<file path="src/rtl/ssd_hex_display_if.sv">
// Host-side bundle for the hex display: capture/control inputs and registered segment outputs.
interface ssd_hex_display_if #(
   parameter int unsigned NUM_DIGITS = 6
);
   logic                      load;
   logic [4*NUM_DIGITS-1:0]   value;
   logic                      lz_suppress;
   logic [NUM_DIGITS-1:0]     blink_mask;
   logic                      blank;
   logic [7*NUM_DIGITS-1:0]   SSD;
   logic [NUM_DIGITS-1:0]     scan_an;
   logic                      loaded;

   modport master (
      output load, value, lz_suppress, blink_mask, blank,
      input  SSD, scan_an, loaded
   );

   modport slave (
      input  load, value, lz_suppress, blink_mask, blank,
      output SSD, scan_an, loaded
   );
endinterface

</file>
<file path="src/rtl/ssd_hex_display.sv">
// Multi-digit hex to 7-segment driver with leading-zero blanking, per-digit blink,
// global blank and optional time-multiplexed digit scanning.
module ssd_hex_display #(
   parameter int unsigned NUM_DIGITS = 6,
   parameter int unsigned BLINK_DIV  = 25000000,
   parameter int unsigned SCAN_DIV   = 50000,
   parameter int unsigned MUX_MODE   = 0
) (
   input  logic              clk,
   input  logic              rst,
   ssd_hex_display_if.slave  bus
);
   localparam int unsigned DW = 4 * NUM_DIGITS;
   localparam int unsigned OW = 7 * NUM_DIGITS;
   localparam int unsigned BW = $clog2(BLINK_DIV);
   localparam int unsigned SW = (SCAN_DIV > 1) ? $clog2(SCAN_DIV) : 1;
   localparam int unsigned IW = $clog2(NUM_DIGITS);

   logic [DW-1:0]         disp_q, disp_d;
   logic                  loaded_q;
   logic [BW-1:0]         blink_cnt_q, blink_cnt_d;
   logic                  blink_phase_q, blink_phase_d;
   logic [SW-1:0]         scan_cnt_q, scan_cnt_d;
   logic [IW-1:0]         scan_idx_q, scan_idx_d;
   logic [OW-1:0]         ssd_q, ssd_d;
   logic [NUM_DIGITS-1:0] an_q, an_d;

   logic [6:0]            fin [NUM_DIGITS];
   logic                  zero_run;
   logic [3:0]            dig;

   function automatic logic [6:0] glyph(input logic [3:0] d);
      case (d)
         4'h0:    glyph = 7'b1000000;
         4'h1:    glyph = 7'b1111001;
         4'h2:    glyph = 7'b0100100;
         4'h3:    glyph = 7'b0110000;
         4'h4:    glyph = 7'b0011001;
         4'h5:    glyph = 7'b0010010;
         4'h6:    glyph = 7'b0000010;
         4'h7:    glyph = 7'b1111000;
         4'h8:    glyph = 7'b0000000;
         4'h9:    glyph = 7'b0010000;
         4'hA:    glyph = 7'b0001000;
         4'hB:    glyph = 7'b0000011;
         4'hC:    glyph = 7'b1000110;
         4'hD:    glyph = 7'b0100001;
         4'hE:    glyph = 7'b0000110;
         default: glyph = 7'b0001110;
      endcase
   endfunction

   // Timebases: free-running blink divider and (mux mode only) digit scan divider.
   always_comb begin
      disp_d        = bus.load ? bus.value : disp_q;
      blink_cnt_d   = blink_cnt_q + BW'(1);
      blink_phase_d = blink_phase_q;
      scan_cnt_d    = '0;
      scan_idx_d    = '0;
      if (blink_cnt_q == BW'(BLINK_DIV - 1)) begin
         blink_cnt_d   = '0;
         blink_phase_d = ~blink_phase_q;
      end
      if (MUX_MODE == 1) begin
         scan_cnt_d = scan_cnt_q + SW'(1);
         scan_idx_d = scan_idx_q;
         if (scan_cnt_q == SW'(SCAN_DIV - 1)) begin
            scan_cnt_d = '0;
            scan_idx_d = (scan_idx_q == IW'(NUM_DIGITS - 1)) ? '0 : scan_idx_q + IW'(1);
         end
      end
   end

   // Per-digit final glyph; zero_run tracks "this digit and all above are zero".
   always_comb begin
      fin      = '{default: 7'h7F};
      zero_run = 1'b1;
      dig      = '0;
      for (int i = int'(NUM_DIGITS) - 1; i >= 0; i--) begin
         dig      = disp_q[4*i +: 4];
         zero_run = zero_run & (dig == 4'd0);
         if (bus.blank)
            fin[i] = 7'h7F;
         else if (blink_phase_q && bus.blink_mask[i])
            fin[i] = 7'h7F;
         else if (bus.lz_suppress && zero_run && (i != 0))
            fin[i] = 7'h7F;
         else
            fin[i] = glyph(dig);
      end
   end

   always_comb begin
      ssd_d = '1;
      an_d  = '1;
      if (MUX_MODE == 1) begin
         ssd_d[6:0]        = fin[scan_idx_q];
         an_d[scan_idx_q]  = 1'b0;
      end else begin
         for (int i = 0; i < int'(NUM_DIGITS); i++)
            ssd_d[7*i +: 7] = fin[i];
      end
   end

   always_ff @(posedge clk or posedge rst) begin
      if (rst) begin
         disp_q        <= '0;
         loaded_q      <= 1'b0;
         blink_cnt_q   <= '0;
         blink_phase_q <= 1'b0;
         scan_cnt_q    <= '0;
         scan_idx_q    <= '0;
         ssd_q         <= '1;
         an_q          <= '1;
      end else begin
         disp_q        <= disp_d;
         loaded_q      <= bus.load;
         blink_cnt_q   <= blink_cnt_d;
         blink_phase_q <= blink_phase_d;
         scan_cnt_q    <= scan_cnt_d;
         scan_idx_q    <= scan_idx_d;
         ssd_q         <= ssd_d;
         an_q          <= an_d;
      end
   end

   assign bus.SSD     = ssd_q;
   assign bus.scan_an = an_q;
   assign bus.loaded  = loaded_q;
endmodule
</file>
<file path="src/flat_wrapper.sv">
// flat-port wrapper written by rule: the top's interface ports become plain ports
module ssd_hex_display_flat 
#(
   parameter int unsigned NUM_DIGITS = 6,
   parameter int unsigned BLINK_DIV  = 25000000,
   parameter int unsigned SCAN_DIV   = 50000,
   parameter int unsigned MUX_MODE   = 0
)
  (clk, rst, bus_load, bus_value, bus_lz_suppress, bus_blink_mask, bus_blank, bus_SSD, bus_scan_an, bus_loaded);
  ssd_hex_display_if #(.NUM_DIGITS(NUM_DIGITS)) bus_i ();
  input  logic clk;
  input  logic rst;
  input wire logic [$bits(bus_i.load)-1:0] bus_load;
  input wire logic [$bits(bus_i.value)-1:0] bus_value;
  input wire logic [$bits(bus_i.lz_suppress)-1:0] bus_lz_suppress;
  input wire logic [$bits(bus_i.blink_mask)-1:0] bus_blink_mask;
  input wire logic [$bits(bus_i.blank)-1:0] bus_blank;
  output wire logic [$bits(bus_i.SSD)-1:0] bus_SSD;
  output wire logic [$bits(bus_i.scan_an)-1:0] bus_scan_an;
  output wire logic [$bits(bus_i.loaded)-1:0] bus_loaded;
  assign bus_i.load = bus_load;
  assign bus_i.value = bus_value;
  assign bus_i.lz_suppress = bus_lz_suppress;
  assign bus_i.blink_mask = bus_blink_mask;
  assign bus_i.blank = bus_blank;
  assign bus_SSD = bus_i.SSD;
  assign bus_scan_an = bus_i.scan_an;
  assign bus_loaded = bus_i.loaded;
  ssd_hex_display #(.NUM_DIGITS(NUM_DIGITS), .BLINK_DIV(BLINK_DIV), .SCAN_DIV(SCAN_DIV), .MUX_MODE(MUX_MODE)) u_core (.clk(clk), .rst(rst), .bus(bus_i));
endmodule
</file>
<file path="config.mk">
export PLATFORM = sky130hd
export DESIGN_NAME = ssd_hex_display_flat
export DESIGN_NICKNAME = d
export VERILOG_FILES = /design/src/rtl/ssd_hex_display_if.sv /design/src/rtl/ssd_hex_display.sv /design/src/flat_wrapper.sv
export SDC_FILE = /design/constraint.sdc
export NUM_CORES = 1
export LEC_CHECK = 0
export CAP_MARGIN = 20
export CORE_ASPECT_RATIO = 0.6
export CORE_MARGIN = 8
export CORE_UTILIZATION = 48
export CTS_CLUSTER_SIZE = 16
export DETAILED_ROUTE_END_ITERATION = 10
export PLACE_DENSITY = 0.84
export SLEW_MARGIN = 20
export SYNTH_ARGS = -nofsm -noshare
export SYNTH_HDL_FRONTEND = slang
export SYNTH_SLANG_ARGS = --single-unit
export TNS_END_PERCENT = 50
</file>
<file path="constraint.sdc">
create_clock -name clk -period 3.83 [get_ports clk]
set_input_delay 0.766 -clock clk [delete_from_list [all_inputs] [get_ports clk]]
set_output_delay 0.766 -clock clk [all_outputs]
set_load 0.01 [all_outputs]
</file>
==> run summary, run 1 <==
Peak supply drop: 230 uV
TritonRoute pass-1 iters: 4
Hold WS: 0.522 ns
Share of layout cells above drive strength 1: 0.151
DR WL/cell: 16.8 um
Worst-Margin Slew: 1.15 ns
Hold path depth: 1
Sequential-to-total area share from yosys stat: 0.481
EDFF count, synth: 0
TNS Setup: 0 ns
Port bufs: 77
Worst reg-to-reg path cell count: 6
Die X: 147 um
Synthesis-to-layout area growth: 23.9%
M3 GR Usage: 0.0454
Worst-path clk slew: 0.06 ns
Synth warn: 0
Avg Inst Size Synth: 10.3 um2
Num CTS Buffers: 9
Setup Buffers After CTS: 0
PwrDens: 418 mW/mm2
Async SR Flop Fraction: 1.00
H-tree levels: 3
Vias after detailed routing: 3789
GR Util met1: 0.224
Fmax: 422 MHz
Arrival time worst endpoint: 2.63 ns
Core Rows: 28
Post-DRT Antenna Nets: 0
Synthesized netlist cell count: 479
GRT Residual Overflow: 0
Layout Nets: 614
Vias in the first global route: 3708
Hold Violations, Final: 0
R2R setup slack: 1.47 ns
Rel. slew slack: 0.226
R2R Path Start: u_core.disp_q[16]$_DFFE_PP0P_
Met2 Resource Use GR: 0.261
TritonCTS clock tree: done
Clk root buf: clkbuf_16
FF-to-FF End: u_core.bus.SSD[11]$_DFF_PP1_
Pin count of the biggest net entering global routing: 54
Minimum clock period: 2.37 ns
Fin crit share: 0.619
Clock sinks: 93
Final wirelength: 11.5 mm
Post-CTS sizing: 0
Yosys cell types: 42
Hold_sp: u_core.blink_cnt_q[0]$_DFF_PP0_
DIE AREA: 0.0139 mm2
Skew final: 0.00779 ns
Ports: 84
FF+latch count, synth: 93
RSZ-0062 raised after global routing: no
Diodes inserted: 0
# DRC: 0
Vias per cell: 5.53
Worst Path Max Fanout: 7
Initial Util: 0.497
Die height: 94.6 um
Final max-slew violation count: 0
Area of the core: 0.00995 mm2
Ys flop type: dfrtp_1
Clock network latency to the later pin of the worst-skew pair: 0.34 ns
GRT busiest layer: met2
Hold Crit Class: flip-flop to flip-flop
CP Launch Type: input pin
Initial DRC Count: 325
Routability Congestion: 0.876
First-pass GRT wire length: 18.9 mm
Longest Clk Path Bufs: 2
Hold endpoint: u_core.blink_cnt_q[0]$_DFF_PP0_
GRT Resource Usage Total: 0.169
Hpwl dp: 8.33 mm
Initial antenna violation count: 0
CP required: 4.09 ns
Max Cap Viol: 0
Crit path kind: input pin to flip-flop
Status: finished clean
Post-CTS Hold Fix Bufs: 0
Mapped cell area: 0.00494 mm2
Leak: 2.48 nW
Fin util: 0.616
Final setup vio count: 0
Worst setup EP type: flip-flop
layout make-up:
class	instances	area [um2]
multi-input cells	346	2390
well taps	135	169
repair buffers	80	806
inverters	15	57.6
clock inverters	6	86.3
flip-flops and latches	93	2380
fillers	781	3820
clock buffers	10	239
registers in the layout, summed over array words and instances, names as in the netlist:
signal	flops
u_core.bus.SSD	42
u_core.blink_cnt_q	25
u_core.disp_q	24
u_core.blink_phase_q	1
u_core.bus.loaded	1
cell usage after synthesis, types with 3 or more instances:
cell / n / area share
nand2_1: 53 / 0.040
dfrtp_1: 51 / 0.26
o211ai_1: 43 / 0.065
dfstp_2: 42 / 0.22
ha_1: 34 / 0.086
o21ai_0: 24 / 0.024
nand3_1: 23 / 0.023
clkbuf_1: 22 / 0.017
nor2_1: 17 / 0.013
inv_1: 15 / 0.011
mux2_2: 15 / 0.034
nand2b_1: 14 / 0.018
a21oi_1: 12 / 0.012
o21a_1: 10 / 0.015
nand4_1: 9 / 0.011
xnor2_1: 9 / 0.016
xor2_1: 9 / 0.016
nor2b_1: 8 / 0.010
buf_4: 6 / 0.0091
nand3b_1: 6 / 0.0091
nor4_1: 6 / 0.0076
or3_1: 5 / 0.0063
or4_1: 5 / 0.0076
a211oi_1: 4 / 0.0061
nor3b_1: 4 / 0.0061
o311ai_0: 4 / 0.0071
a21boi_0: 3 / 0.0046
and3_1: 3 / 0.0038
and4_1: 3 / 0.0053
mux2i_1: 3 / 0.0061
or2_2: 3 / 0.0038
through the flow:
step | total power, mW | cells | area [um2] | setup WS (ns)
after floorplan | 1.42 | 484 | 4960 | 0.713
after global placement | 1.61 | 669 | 5800 | 1.19
after detailed placement | 1.62 | 669 | 5800 | 1.11
after CTS | 2.58 | 685 | 6130 | 1.45
after global routing | 2.68 | 685 | 6130 | 1.19
final | 2.56 | 685 | 6130 | 1.46
cells by family (layout without fill, tap and decap cells):
logic type | count (synthesis) | count (layout) | synth area share
XOR/XNOR | 18 | 18 | 0.0319
AO/OA/AOI/OAI | 104 | 104 | 0.141
flip-flops | 93 | 93 | 0.481
AND/OR/NAND/NOR | 166 | 166 | 0.179
adder cells (fa/ha/maj) | 34 | 34 | 0.0860
buffers and inverters | 45 | 111 | 0.0392
multiplexers | 18 | 18 | 0.0402
other | 1 | 6 | 0.000758
cell usage in the layout, fill, tap and decap left out, types with 3 or more instances in the layout:
cell type        instances
o211ai_1                43
nand3_1                 23
a211oi_1                 4
clkinv_2                 3
nand4_1                  9
and4_1                   3
a21boi_0                 3
nand3b_1                 6
nor4_1                   6
mux2_2                  15
nand2b_1                14
mux2i_1                  3
nand2_1                 53
xnor2_1                  9
or3_1                    5
nor2_1                  17
nor3b_1                  4
inv_1                   14
o311ai_0                 4
ha_1                    34
o21ai_0                 24
clkbuf_16                9
dfrtp_1                 51
or4_1                    5
nor2b_1                  8
a21oi_1                 12
clkdlybuf4s50_1         77
conb_1                   6
or2_2                    3
and3_1                   3
dfstp_2                 42
xor2_1                   9
o21a_1                  10
worst max-delay path, cell delays in order:
cell and delay, ns:
clkdlybuf4s50_1 0.45, nor4bb_1 0.69, and4_1 0.34, a221oi_1 0.21
o211ai_1 0.17
metal layers:
layer / part of all wire / vias to the layer above / wire length, um
li1: - / 1827 / -
met1: 0.47 / 1842 / 5350
met2: 0.46 / 106 / 5290
met3: 0.055 / 14 / 629
met4: 0.018 / 0 / 203
met5: 0 / - / 0
report_power, final:
part | leakage [nW] | internal, mW | switching, mW
combinational | 1.23 | 0.229 | 0.201
sequential | 1.09 | 1.09 | 0.0861
clock | 0.158 | 0.588 | 0.366
total | 2.48 | 1.91 | 0.653
how the worst max path moves through the flow:
stage	from	endpoint	depth (start not counted)
2_1_floorplan	rst	u_core.blink_cnt_q[0]$_DFF_PP0_	1
3_3_place_gp	bus_lz_suppress	u_core.bus.SSD[12]$_DFF_PP1_	5
3_5_place_dp	bus_lz_suppress	u_core.bus.SSD[21]$_DFF_PP1_	5
4_1_cts	u_core.disp_q[16]$_DFFE_PP0P_	u_core.bus.SSD[21]$_DFF_PP1_	6
5_1_grt	u_core.disp_q[16]$_DFFE_PP0P_	u_core.bus.SSD[21]$_DFF_PP1_	6
6_report	bus_lz_suppress	u_core.bus.SSD[11]$_DFF_PP1_	5
Note: power is estimated with default switching activity, not from simulation.
==> run 2, diff against run 1 <==
Clock period 3.83 ns to 2.5 ns, I/O delays scaled along.
==> run 2 against run 1 <==
  * Sequential power rose by 52%
  * Combinational power is 59% higher
  * Register-to-register slack worse by 1.2 ns
  * First-iteration DRC count is 33% lower
  * Clock skew up 0.0016 ns
  * Critical endpoint is now u_core.bus.SSD[31]$_DFF_PP1_
  * Core utilization up 0.20 points
  * Global-route usage decreased by 0.087 points
==> run summary, run 2 (synthesis results as in run 1) <==
Die height: 94.6 um (unchanged)
Crit-path cells: inv_1, ha_1, nor3b_1, and2_1, a211oi_1, o211ai_1
Ports: 84 (unchanged)
Max incr delay on CP: 0.69 ns (about the same)
Fmax: 458 MHz
Worst setup EP type: flip-flop
Rel. slew slack: 0.427 (+0.200)
Fin crit share: 0.873
# DRC: 0 (unchanged)
Hold Violations, Final: 0 (unchanged)
DIE AREA: 0.0139 mm2 (unchanged)
Longest Clk Path Bufs: 2 (unchanged)
Status: finished clean
Layout Nets: 619 (+0.81%)
Area of the core: 0.00995 mm2 (unchanged)
Share of layout cells above drive strength 1: 0.162 (+0.0113)
TritonRoute pass-1 iters: 5 (+1)
Buf/Inv on CP: 1 (unchanged)
Vias after detailed routing: 3817 (+0.74%)
Max Cap Viol: 0 (unchanged)
GRT Residual Overflow: 0 (unchanged)
DR WL/cell: 16.5 um (-1.5%)
Minimum clock period: 2.18 ns
Die X: 147 um (unchanged)
Hpwl dp: 8.28 mm (-0.66%)
First-pass GRT wire length: 18.9 mm (+0.25%)
Worst Path Max Fanout: 7 (unchanged)
Clock sinks: 93 (unchanged)
Crit path max-delay family: compound AO/OA/AOI/OAI gates
Port bufs: 77 (unchanged)
Initial DRC Count: 217 (-33%)
Diodes inserted: 0 (unchanged)
Arrival time worst endpoint: 2.40 ns (-0.23 ns)
Final setup vio count: 0 (unchanged)
PwrDens: 618 mW/mm2 (+48%)
Max FFs per register: 42 (unchanged)
CP required: 2.71 ns (-1.38 ns)
Routability Congestion: 0.862 (-1.5%)
Hold Crit Class: flip-flop to flip-flop
Pre-CTS setup slack: -0.00225 ns (-1.11 ns)
Most frequent cells in the layout: clkdlybuf4s50_1, nand2_1, dfrtp_1
Clk root buf: clkbuf_16
Vias in the first global route: 3778 (+1.9%)
Clock network latency to the later pin of the worst-skew pair: 0.34 ns (about the same)
Crit path kind: flip-flop to flip-flop
TritonCTS clock tree: done
H-tree levels: 3 (unchanged)
Final wirelength: 11.4 mm (-0.75%)
Vias per cell: 5.53 (about the same)
Tot Pwr: 3.80 mW (+48%)
Leak: 2.50 nW (+0.73%)
CP Launch Type: flip-flop
Skew final: 0.00935 ns (+0.00156 ns)
Num CTS Buffers: 9 (unchanged)
Synthesis-to-layout area growth: 24.3%
Pin count of the biggest net entering global routing: 94 (+74%)
TNS Setup: 0 ns (unchanged)
Final max-slew violation count: 0 (unchanged)
Setup Buffers After CTS: 0 (unchanged)
GRT Resource Usage Total: 0.168 (-0.000865)
Peak supply drop: 336 uV (+46%)
Worst-path clk slew: 0.06 ns (about the same)
Commonest non-fill, non-tap cell in the layout: clkdlybuf4s50_1
RSZ-0062 raised after global routing: no
Setup ws final: 0.317 ns (-1.14 ns)
Post-DRT Antenna Nets: 0 (unchanged)
Core Rows: 28 (unchanged)
Initial antenna violation count: 0 (unchanged)
CP max stage cell: a211oi_1
Worst-Margin Slew: 0.855 ns (-0.299 ns)
Initial Util: 0.497 (unchanged)
-- run 2: cell types whose count changed in the layout (fill, tap and decap cells not counted), sizes merged --
cell    change
inv         +2
clkinv      -1
buf         +5
bufinv      -2
clkbuf      +1
-- run 2: timing repair --
item                       CTS  global route
resized for setup            0             2
setup endpoints to repair    0            14
hold buffers                 0             0
-- run 2: metal layers --
metal	vias to the layer above	track usage	share of wire
met5	-	0	0
met1	1849	0.221	0.45
li1	1845	-	-
met3	14	0.0497	0.056
met2	109	0.266	0.47
met4	0	0.0523	0.017
-- run 2: worst register-to-register path: stages (launching register included) --
cell      delay [ns]
dfrtp_1         0.43
inv_1           0.13
ha_1            0.26
nor3b_1         0.17
and2_1          0.18
a211oi_1        0.69
o211ai_1        0.20
-- run 2: cell type report --
type                            instances  area (um2)
Clock buffer                           11         264
Clock inverter                          5        30.0
Fill cell                             799        3800
Inverter                               15        60.1
Multi-Input combinational cell        346        2400
Sequential cell                        93        2380
Tap cell                              135         169
Timing Repair Buffer                   85         843
-- run 2: final timing paths --
kind	from	end	slack, ns	depth (start not counted)
hold reg to reg	u_core.blink_cnt_q[0]$_DFF_PP0_	u_core.blink_cnt_q[0]$_DFF_PP0_	0.51	1
setup / recovery	u_core.disp_q[16]$_DFFE_PP0P_	u_core.bus.SSD[31]$_DFF_PP1_	0.32	6
max in group asynchronous	rst	u_core.bus.SSD[31]$_DFF_PP1_	1.46	3
min in group asynchronous	rst	u_core.blink_cnt_q[23]$_DFF_PP0_	0.65	3
setup reg to reg	u_core.disp_q[16]$_DFFE_PP0P_	u_core.bus.SSD[31]$_DFF_PP1_	0.32	6
hold / removal	u_core.blink_cnt_q[0]$_DFF_PP0_	u_core.blink_cnt_q[0]$_DFF_PP0_	0.51	1
-- run 2: stage by stage --
stage          hold slack (ns)  std cells  area (um2)   util
5_1_grt                  0.544        690        6150  0.618
2_1_floorplan            0.469        484        4970      -
4_1_cts                  0.510        690        6140  0.617
3_5_place_dp             0.502        674        5840  0.587
6_report                 0.510        690        6150  0.618
3_3_place_gp             0.496        674        5840  0.587
-- run 2: report_power, final --
group,total [mW],leakage (nW),internal (mW),switching (mW)
Combinational,0.680,1.26,0.357,0.323
Sequential,1.79,1.09,1.68,0.115
Clock,1.33,0.151,0.760,0.568
Total,3.80,2.50,2.79,1.01
==> run 3, diff against run 2 <==
Settings changed: CORE_UTILIZATION 48 to 35, PLACE_DENSITY 0.84 to 0.7.
Clock period 2.5 ns to 1.8 ns, I/O delays scaled along.
==> run 3 against run 2 <==
  * Clock power rose by 41%
  * Sequential share of layout area fell by 3.5 points
  * Final cell count rose by 16%
  * Fmax rose by 22%
  * Flip-flop and latch count did not move
  * Die area rose by 32%
  * Critical path depth fell by 1
  * Worst hold slack improved by 0.031 ns
  * Clock-buffer cell count rose by 5
  * Wire length rose by 11%
==> run summary, run 3 (synthesis results as in run 1) <==
CP Launch Point: u_core.blink_cnt_q[11]$_DFF_PP0_
Diodes inserted: 0 (unchanged)
Tot Pwr: 5.43 mW (+43%)
Hold path depth: 1 (unchanged)
Minimum clock period: 1.78 ns (-0.399 ns)
Initial DRC Count: 197 (-9.2%)
Max Cap Viol: 0 (unchanged)
Final max-slew violation count: 0 (unchanged)
Final setup vio count: 0 (unchanged)
Hold WS: 0.541 ns (+0.0312 ns)
PwrDens: 803 mW/mm2 (+30%)
Die height: 108 um (+14%)
DIE AREA: 0.0183 mm2 (+32%)
FF-to-FF End: u_core.blink_phase_q$_DFFE_PP0N_
Share of layout cells above drive strength 1: 0.256 (+0.0940)
CP Launch Type: flip-flop
Hold Crit Class: flip-flop to flip-flop
Worst reg-to-reg path cell count: 5 (-1)
CP required: 2.06 ns (-0.65 ns)
Hold_sp: u_core.blink_cnt_q[23]$_DFF_PP0_
GRT Resource Usage Total: 0.137 (-0.0312)
Die X: 169 um (+15%)
Worst setup EP type: flip-flop
Core Rows: 33 (+18%)
TritonRoute pass-1 iters: 5 (unchanged)
Worst-Margin Slew: 0.538 ns (-0.317 ns)
Max FFs per register: 42 (unchanged)
GRT Residual Overflow: 0 (unchanged)
R2R setup slack: 0.02 ns (-0.30 ns)
Vias in the first global route: 3997 (+5.8%)
Hold Violations, Final: 0 (unchanged)
Hold endpoint: u_core.blink_cnt_q[23]$_DFF_PP0_
Commonest non-fill, non-tap cell in the layout: clkdlybuf4s50_1
Num CTS Buffers: 9 (unchanged)
Hpwl dp: 9.37 mm (+13%)
Clock sinks: 93 (unchanged)
Port bufs: 77 (unchanged)
Rel. slew slack: 0.641 (+0.214)
Fin crit share: 0.991 (+0.118)
Peak supply drop: 480 uV (+43%)
R2R Path Start: u_core.blink_cnt_q[11]$_DFF_PP0_
Initial Util: 0.361 (-0.136)
Final wirelength: 12.6 mm (+11%)
First-pass GRT wire length: 20.3 mm (+7.3%)
Routability Congestion: 0.867 (+0.56%)
RSZ-0062 raised after global routing: yes
Crit path kind: flip-flop to flip-flop
Arrival time worst endpoint: 2.05 ns (-0.35 ns)
Vias after detailed routing: 3963 (+3.8%)
Synthesis-to-layout area growth: 36.8%
Post-DRT Antenna Nets: 0 (unchanged)
H-tree levels: 3 (unchanged)
Ports: 84 (unchanged)
Clk root buf: clkbuf_16
Worst Path Max Fanout: 6 (-1)
Pin count of the biggest net entering global routing: 63 (-33%)
Skew final: 0.00631 ns (-0.00304 ns)
DR WL/cell: 15.7 um (-4.7%)
Vias per cell: 4.95 (-11%)
Status: finished clean
Fillers: 1237 (+55%)
Area of the core: 0.0137 mm2 (+38%)
Longest Clk Path Bufs: 2 (unchanged)
Worst-path clk slew: 0.06 ns (about the same)
TritonCTS clock tree: done
# DRC: 0 (unchanged)
Most frequent cells in the layout: clkdlybuf4s50_1, buf_4, nand2_1
Fmax: 561 MHz (+22%)
Layout Nets: 673 (+8.7%)
Clock network latency to the later pin of the worst-skew pair: 0.34 ns (about the same)
Initial antenna violation count: 0 (unchanged)
Leak: 2.83 nW (+13%)
==> run 3: what timing repair did <==
item,in CTS,in global routing
setup buffers,0,3
gates resized for setup,7,29
hold buffers,0,0
setup endpoints to repair,40,59
gates cloned,0,1
pin swaps,0,5
==> run 3: layer usage <==
layer / wire [um] / global-route usage / part of all wire
met5: 0 / 0 / 0
met4: 114 / 0.0409 / 0.0091
met3: 622 / 0.0295 / 0.049
met2: 5870 / 0.216 / 0.47
met1: 5990 / 0.186 / 0.48
==> run 3: cell type report <==
| cell class | count | area, um2 | area share |
|---|---|---|---|
| Inverter | 15 | 60.1 | 0.00888 |
| Timing Repair Buffer | 139 | 1280 | 0.189 |
| Multi-Input combinational cell | 346 | 2510 | 0.371 |
| Tap cell | 192 | 240 | 0.0355 |
| Sequential cell | 93 | 2380 | 0.352 |
| Clock buffer | 16 | 294 | 0.0435 |
==> run 3: metrics by stage <==
step / setup TNS [ns] / cells / setup WS, ns / area (um2) / utilization
floorplan: -0.928 / 484 / -0.0627 / 4970 / -
finish: 0 / 801 / 0.0159 / 6770 / 0.494
detailed placement: -13.55 / 781 / -0.791 / 6300 / 0.460
CTS: -2.07 / 797 / -0.199 / 6610 / 0.482
global route: -0.688 / 801 / -0.120 / 6770 / 0.494
global placement: -12.28 / 781 / -0.674 / 6300 / 0.460
==> run 3: worst max path at each step <==
stage,to,slack (ns),depth (start not counted)
after floorplan,u_core.bus.SSD[10]$_DFF_PP1_,-0.06,6
after global placement,u_core.bus.SSD[23]$_DFF_PP1_,-0.67,6
after detailed placement,u_core.bus.SSD[27]$_DFF_PP1_,-0.79,6
after CTS,u_core.bus.SSD[27]$_DFF_PP1_,-0.20,7
after global routing,u_core.blink_phase_q$_DFFE_PP0N_,-0.12,5
final,u_core.blink_phase_q$_DFFE_PP0N_,0.02,5
==> run 3: worst max-delay path: stages, from the launching register on <==
cell     delay [ns]
dfrtp_1        0.45
nand2_1        0.16
or4_1          0.55
nor4_4         0.19
buf_4          0.22
xor2_1         0.15
==> run 3: where the power goes <==
part           switching [mW]  internal [mW]  total [mW]
clock                   0.766           1.11        1.87
combinational           0.563          0.585        1.15
sequential             0.0808           2.33        2.41
total                    1.41           4.02        5.43
